### config.mk
export PLATFORM = sky130hd
export DESIGN_NAME = sram_rd_streamer
export DESIGN_NICKNAME = d
export VERILOG_FILES = /design/src/rtl/sram_rd_pkg.sv /design/src/rtl/sram_rd_fifo.sv /design/src/rtl/sram_rd_streamer.sv
export SDC_FILE = /design/constraint.sdc
export NUM_CORES = 1
export LEC_CHECK = 0
export BUFFER_PORTS_ARGS = -buffer_cell sky130_fd_sc_hd__buf_2
export CAP_MARGIN = 10
export CORE_MARGIN = 2
export CORE_UTILIZATION = 40
export DETAILED_ROUTE_END_ITERATION = 16
export GPL_ROUTABILITY_DRIVEN = 0
export GPL_TIMING_DRIVEN = 0
export PLACE_DENSITY = 0.61
export SLEW_MARGIN = 30
export SYNTH_ARGS = -nofsm -noshare
export SYNTH_HDL_FRONTEND = slang
export SYNTH_SLANG_ARGS = --single-unit
### constraint.sdc
create_clock -name clk -period 2.65 [get_ports clk]
set_clock_uncertainty 0.1 [all_clocks]
set_input_delay 0.53 -clock clk [delete_from_list [all_inputs] [get_ports clk]]
set_output_delay 0.53 -clock clk [all_outputs]
set_load 0.02 [all_outputs]
### src/rtl/sram_rd_pkg.sv
// Shared constants and FSM state type for the SRAM port-1 read streamer.
// The FLUSH state exists only when SRAM_RD_ABORT_EN is defined.
package sram_rd_pkg;

    localparam int unsigned SRAM_WORDS = 512;
    localparam int unsigned SRAM_AW    = 9;
    localparam int unsigned SRAM_DW    = 32;
    localparam int unsigned RD_LATENCY = 1;

    typedef enum logic [1:0] {
        StIdle,
        StIssue,
`ifdef SRAM_RD_ABORT_EN
        StDrain,
        StFlush
`else
        StDrain
`endif
    } state_e;

endpackage

### src/rtl/sram_rd_fifo.sv
// Synchronous FIFO holding read words plus their last flag.
// The flush input has priority over push and pop.
module sram_rd_fifo #(
    parameter int unsigned DEPTH = 4,
    parameter int unsigned WIDTH = 33
) (
    input  logic                     clk,
    input  logic                     rst_i,
    input  logic                     push_i,
    input  logic [WIDTH-1:0]         data_i,
    input  logic                     pop_i,
    input  logic                     flush_i,
    output logic [WIDTH-1:0]         data_o,
    output logic [$clog2(DEPTH):0]   count_o,
    output logic                     full_o,
    output logic                     empty_o
);

    localparam int unsigned PtrW = $clog2(DEPTH);
    localparam int unsigned CntW = PtrW + 1;

    logic [WIDTH-1:0] mem_q [DEPTH];
    logic [PtrW-1:0]  wr_ptr_q, wr_ptr_d;
    logic [PtrW-1:0]  rd_ptr_q, rd_ptr_d;
    logic [CntW-1:0]  count_q, count_d;
    logic             do_push, do_pop;

    assign full_o  = (count_q == CntW'(DEPTH));
    assign empty_o = (count_q == '0);
    assign count_o = count_q;
    assign data_o  = mem_q[rd_ptr_q];
    assign do_push = push_i && !full_o;
    assign do_pop  = pop_i && !empty_o;

    // Pointer and occupancy next-state; pointers wrap naturally (power-of-two depth)
    always_comb begin
        wr_ptr_d = wr_ptr_q;
        rd_ptr_d = rd_ptr_q;
        count_d  = count_q;
        if (flush_i) begin
            wr_ptr_d = '0;
            rd_ptr_d = '0;
            count_d  = '0;
        end else begin
            if (do_push) wr_ptr_d = wr_ptr_q + PtrW'(1);
            if (do_pop)  rd_ptr_d = rd_ptr_q + PtrW'(1);
            if (do_push && !do_pop) count_d = count_q + CntW'(1);
            else if (!do_push && do_pop) count_d = count_q - CntW'(1);
        end
    end

    // Pointer and occupancy registers
    always_ff @(posedge clk) begin
        if (rst_i) begin
            wr_ptr_q <= '0;
            rd_ptr_q <= '0;
            count_q  <= '0;
        end else begin
            wr_ptr_q <= wr_ptr_d;
            rd_ptr_q <= rd_ptr_d;
            count_q  <= count_d;
        end
    end

    // Storage array; contents are don't-care until written
    always_ff @(posedge clk) begin
        if (do_push && !flush_i) mem_q[wr_ptr_q] <= data_i;
    end

endmodule

### src/rtl/sram_rd_streamer.sv
// Burst read initiator for SRAM port 1, streaming words out on valid/ready.
// Reads are only issued when the FIFO has room for every word in flight,
// so backpressure never loses data. Define SRAM_RD_ABORT_EN to add abort_i.
module sram_rd_streamer
    import sram_rd_pkg::*;
#(
    parameter int unsigned FIFO_DEPTH = 4,
    parameter int unsigned LEN_WIDTH  = 10,
    parameter int unsigned SRAM_AW    = 9
) (
    input  logic                 clk,
    input  logic                 rst_i,
`ifdef SRAM_RD_ABORT_EN
    input  logic                 abort_i,
`endif
    input  logic                 start_i,
    input  logic [SRAM_AW-1:0]   base_addr_i,
    input  logic [LEN_WIDTH-1:0] len_i,
    output logic                 busy_o,
    output logic                 done_o,
    output logic                 csb1_o,
    output logic [SRAM_AW-1:0]   addr1_o,
    input  logic [SRAM_DW-1:0]   dout1_i,
    output logic                 m_valid_o,
    input  logic                 m_ready_i,
    output logic [SRAM_DW-1:0]   m_data_o,
    output logic                 m_last_o
);

    localparam int unsigned CntW = $clog2(FIFO_DEPTH) + 1;
    localparam logic [CntW:0] CreditLim = (CntW + 1)'(FIFO_DEPTH);

    state_e               state_q, state_d;
    logic [SRAM_AW-1:0]   addr_q, addr_d;
    logic [SRAM_AW-1:0]   hold_q, hold_d;
    logic [LEN_WIDTH-1:0] rem_q, rem_d;
    logic                 outstanding_q, outstanding_d;
    logic                 last_pend_q, last_pend_d;
    logic                 done_zero_q, done_zero_d;

    logic                 issue, drain_done, flush, push, pop, credit_ok;
    logic [CntW-1:0]      fifo_count;
    logic                 fifo_full, fifo_empty;
    logic [SRAM_DW:0]     fifo_rdata;

    // Words already in flight or buffered must all fit in the FIFO
    assign credit_ok = ({{CntW{1'b0}}, outstanding_q} + {1'b0, fifo_count}) < CreditLim;

    // FSM next-state, address/length counters and issue decision
    always_comb begin
        state_d     = state_q;
        addr_d      = addr_q;
        hold_d      = hold_q;
        rem_d       = rem_q;
        done_zero_d = 1'b0;
        issue       = 1'b0;
        drain_done  = 1'b0;
        flush       = 1'b0;
        case (state_q)
            StIdle: begin
                if (start_i) begin
                    if (len_i != '0) begin
                        addr_d  = base_addr_i;
                        rem_d   = len_i;
                        state_d = StIssue;
                    end else begin
                        done_zero_d = 1'b1;
                    end
                end
            end
            StIssue: begin
`ifdef SRAM_RD_ABORT_EN
                if (abort_i) begin
                    flush   = 1'b1;
                    state_d = StFlush;
                end else
`endif
                if (credit_ok) begin
                    issue  = 1'b1;
                    hold_d = addr_q;
                    addr_d = addr_q + SRAM_AW'(1);
                    rem_d  = rem_q - LEN_WIDTH'(1);
                    if (rem_q == LEN_WIDTH'(1)) state_d = StDrain;
                end
            end
            StDrain: begin
`ifdef SRAM_RD_ABORT_EN
                if (abort_i) begin
                    flush   = 1'b1;
                    state_d = StFlush;
                end else
`endif
                if (!outstanding_q && fifo_empty) begin
                    drain_done = 1'b1;
                    state_d    = StIdle;
                end
            end
`ifdef SRAM_RD_ABORT_EN
            StFlush: begin
                // The read issued just before the abort lands here and is dropped
                flush      = 1'b1;
                drain_done = 1'b1;
                state_d    = StIdle;
            end
`endif
            default: state_d = StIdle;
        endcase
    end

    assign outstanding_d = issue;
    assign last_pend_d   = issue && (rem_q == LEN_WIDTH'(1));
    assign push          = outstanding_q && !flush && !fifo_full;
    assign pop           = m_valid_o && m_ready_i;

    // State and counter registers
    always_ff @(posedge clk) begin
        if (rst_i) begin
            state_q       <= StIdle;
            addr_q        <= '0;
            hold_q        <= '0;
            rem_q         <= '0;
            outstanding_q <= 1'b0;
            last_pend_q   <= 1'b0;
            done_zero_q   <= 1'b0;
        end else begin
            state_q       <= state_d;
            addr_q        <= addr_d;
            hold_q        <= hold_d;
            rem_q         <= rem_d;
            outstanding_q <= outstanding_d;
            last_pend_q   <= last_pend_d;
            done_zero_q   <= done_zero_d;
        end
    end

    sram_rd_fifo #(
        .DEPTH (FIFO_DEPTH),
        .WIDTH (SRAM_DW + 1)
    ) u_fifo (
        .clk     (clk),
        .rst_i   (rst_i),
        .push_i  (push),
        .data_i  ({last_pend_q, dout1_i}),
        .pop_i   (pop),
        .flush_i (flush),
        .data_o  (fifo_rdata),
        .count_o (fifo_count),
        .full_o  (fifo_full),
        .empty_o (fifo_empty)
    );

    // Address holds the last issued value while the chip select is idle
    assign csb1_o    = !issue;
    assign addr1_o   = issue ? addr_q : hold_q;
    assign m_valid_o = !fifo_empty;
    assign m_data_o  = m_valid_o ? fifo_rdata[SRAM_DW-1:0] : '0;
    assign m_last_o  = m_valid_o && fifo_rdata[SRAM_DW];
    assign done_o    = drain_done || done_zero_q;
    assign busy_o    = (state_q != StIdle) && !drain_done;

endmodule

==> impl_metrics.csv <==
group,metric,value,unit
global_route,grt_pass1_vias,4482,
clock_tree,tritoncts,"done",
finish,fin_nets,670,
routing,wl_per_cell,17.7,um
sta,grt_setup_unrepaired,"yes",
global_route,grt_usage,0.164,
finish,fin_area,8710,um^2
synth,synthCells,484,
finish,utilization,0.500,
synth,ys_seq_elements,174,
sta,fin_ws,0.0320,ns
clock_tree,root_buffer,"clkbuf_16",
sta,clock.fmax,0.382,GHz
placement,pre_cts_slack,-0.0499,ns
critical_path,cp.arrival,1.99,ns
sta,setup_viol,0,
clock_tree,htree_levels,4,
finish,layout_commonest_cell,"edfxtp_1",
synth,syn_area,7160,um^2
critical_path,critPathCaptureType,"output port",
routing,drt_iter0_markers,266,
clock_tree,cts_made_buffers,17,
clock_tree,cts_sinks,174,
floorplan,pin_count,101,
synth,ys_types,50,
synth,ys_top_cells_by_area,"edfxtp_1, dfxtp_1, mux4_2",
floorplan,dieArea,19000,um^2
synth,synth_edf_count,132,
critical_path,start_kind,"register",
floorplan,fp.dieH,138,um
sta,fin_crit,2.62,ns
run_status,outcome,"completed",
power,vdd_drop_max,0.504,mV
placement,dpl.cell_count,813,
critical_path,crit_fanout,10,
synth,synthFlopType,"edfxtp_1",
placement,dpl.hpwl,10100,um
floorplan,start_util,0.411,
floorplan,core.rowCount,48,
clock_tree,clk_latency,0.42,ns
global_route,grt_antenna_before_repair,1,
sta,fin_crit_sh,0.988,
synth,synth_top_area_cell,"edfxtp_1",
floorplan,core,17400,um^2
routing,vias,4414,
sta,worstMarginPinSlew,0.685,ns
global_route,grt_max_degree,23,
finish,layout_common_cells,"edfxtp_1, buf_2, nand2_1",
sta,final_hold_viol_count,0,
routing,drc,0,
placement,dpl_cell_area,8030,um^2
routing,wirelength,15000,um
finish,area_growth,21.6,%
clock_tree,cts.path.max_buffers,2,
critical_path,cp.required,2.02,ns
synth,avgSynthCellArea,14.8,um^2
synth,ys_seq_area_frac,0.671,
clock_tree,ctsHoldBuffers,0,
routing,dr.pass1.iters,4,
synth,synth_nets,548,
global_route,grt.overflow.total,0,
clock_tree,path_clk_slew,0.07,ns
synth,yosys_warnings,0,
sta,fin_hold_ws,0.225,ns
sta,final_max_slew_viol_count,0,
synth,ys_async_sr_fraction,0,
routing,vias_per_cell,5.23,
sta,max_slew_margin,0.540,
min_path,hold_class,"in -> reg",
finish,stdcell_count,844,
finish,diodes,0,
power,p_leak,0.00318,uW
run,cap_violations,0,
global_route,grt_pass1_wl,23000,um
synth,synth_top_area_frac,0.553,
critical_path,path_class,"reg -> out",
power,p_per_area,963,nW/um^2
routing,ant_nets,0,
finish,drive_above_1_share,0.323,
placement,port-buffer-count,100,
floorplan,die_w,138,um
final timing paths:
path	from	slack, ns	depth (start not counted)	endpoint
max	u_fifo.count_o[2]$_SDFFE_PP0P_	0.03	5	busy_o
min	dout1_i[12]	0.23	1	u_fifo.mem_q[2][12]$_DFFE_PP_
max reg2reg	u_fifo.count_o[2]$_SDFFE_PP0P_	0.17	9	u_fifo.count_o[2]$_SDFFE_PP0P_
min reg2reg	rem_q[1]$_SDFFE_PP0P_	0.38	2	rem_q[1]$_SDFFE_PP0P_
per-stage QoR:
step | power, uW | TNS [ns]
4_1_cts | 8460 | 0
5_1_grt | 8840 | -0.0348
6_report | 8390 | 0
3_5_place_dp | 5810 | -0.0499
3_3_place_gp | 5760 | -40.84
2_1_floorplan | 5000 | 0
metal layers:
| layer | part of all wire | GRT usage | vias up |
|---|---|---|---|
| met5 | 0.00047 | 0 | - |
| met4 | 0.014 | 0.0539 | 2 |
| met3 | 0.063 | 0.0412 | 22 |
| met2 | 0.50 | 0.287 | 145 |
| met1 | 0.42 | 0.198 | 2172 |
| li1 | - | - | 2073 |
what timing repair did:
action | in CTS | in global routing
hold endpoints to repair | 0 | 0
setup buffers | 1 | 0
pin swaps | 1 | 0
endpoints found under the setup margin | 41 | 28
gates resized for setup | 21 | 11
cell usage after synthesis (3+ instances only):
cell type / count
nand2_1: 48
nor4_1: 5
xnor2_1: 3
clkbuf_1: 21
buf_2: 4
nand2b_1: 4
o221ai_1: 4
o21ai_0: 9
dfxtp_1: 42
nand4_1: 3
nor2_1: 26
nor3_1: 9
nor2b_1: 13
a21o_1: 5
nand3_1: 8
or3_1: 3
edfxtp_1: 132
and2_1: 37
buf_6: 3
ha_1: 8
mux4_2: 33
xor2_1: 6
a21oi_1: 19
inv_1: 7
power breakdown:
| group | leakage (uW) | internal, uW | switching, uW | total [uW] |
|---|---|---|---|---|
| logic | 0.00134 | 1090 | 1470 | 2570 |
| clock network | 0.000301 | 1510 | 1050 | 2560 |
| registers | 0.00154 | 3120 | 143 | 3260 |
state kept, by name, indices dropped and copies added, names as in the netlist, named ones only:
register / flops
rem_q: 10
u_fifo.count_o: 3
state_q: 2
outstanding_q: 1
addr_q: 9
hold_q: 9
u_fifo.wr_ptr_q: 2
last_pend_q: 1
u_fifo.rd_ptr_q: 2
done_zero_q: 1
u_fifo.mem_q: 132
logic make-up (layout without fill, tap and decap cells):
group	count (synthesis)	in the layout	synth area share
flip-flops	174	174	0.671
adder cells (fa/ha/maj)	9	9	0.0168
XOR/XNOR	9	9	0.0110
AO/OA/AOI/OAI	57	57	0.0550
buffers and inverters	36	171	0.0231
AND/OR/NAND/NOR	164	164	0.117
multiplexers	35	35	0.107
area by class of cell:
| cell class | count | area [um^2] |
|---|---|---|
| Multi-Input combinational cell | 274 | 2210 |
| Clock buffer | 19 | 433 |
| Buffer | 26 | 174 |
| Fill cell | 1536 | 8710 |
| Clock inverter | 13 | 179 |
| Timing Repair Buffer | 105 | 588 |
| Sequential cell | 174 | 4810 |
| Inverter | 8 | 32.5 |
| Tap cell | 225 | 282 |
worst max-delay path: stages, from the launching register on:
cell and delay (ns):
dfxtp_4 0.37, or3_4 0.41, buf_8 0.15, or2_2 0.29, a21o_1 0.20, buf_2 0.16
No activity file was read; power rests on OpenSTA's default activity.
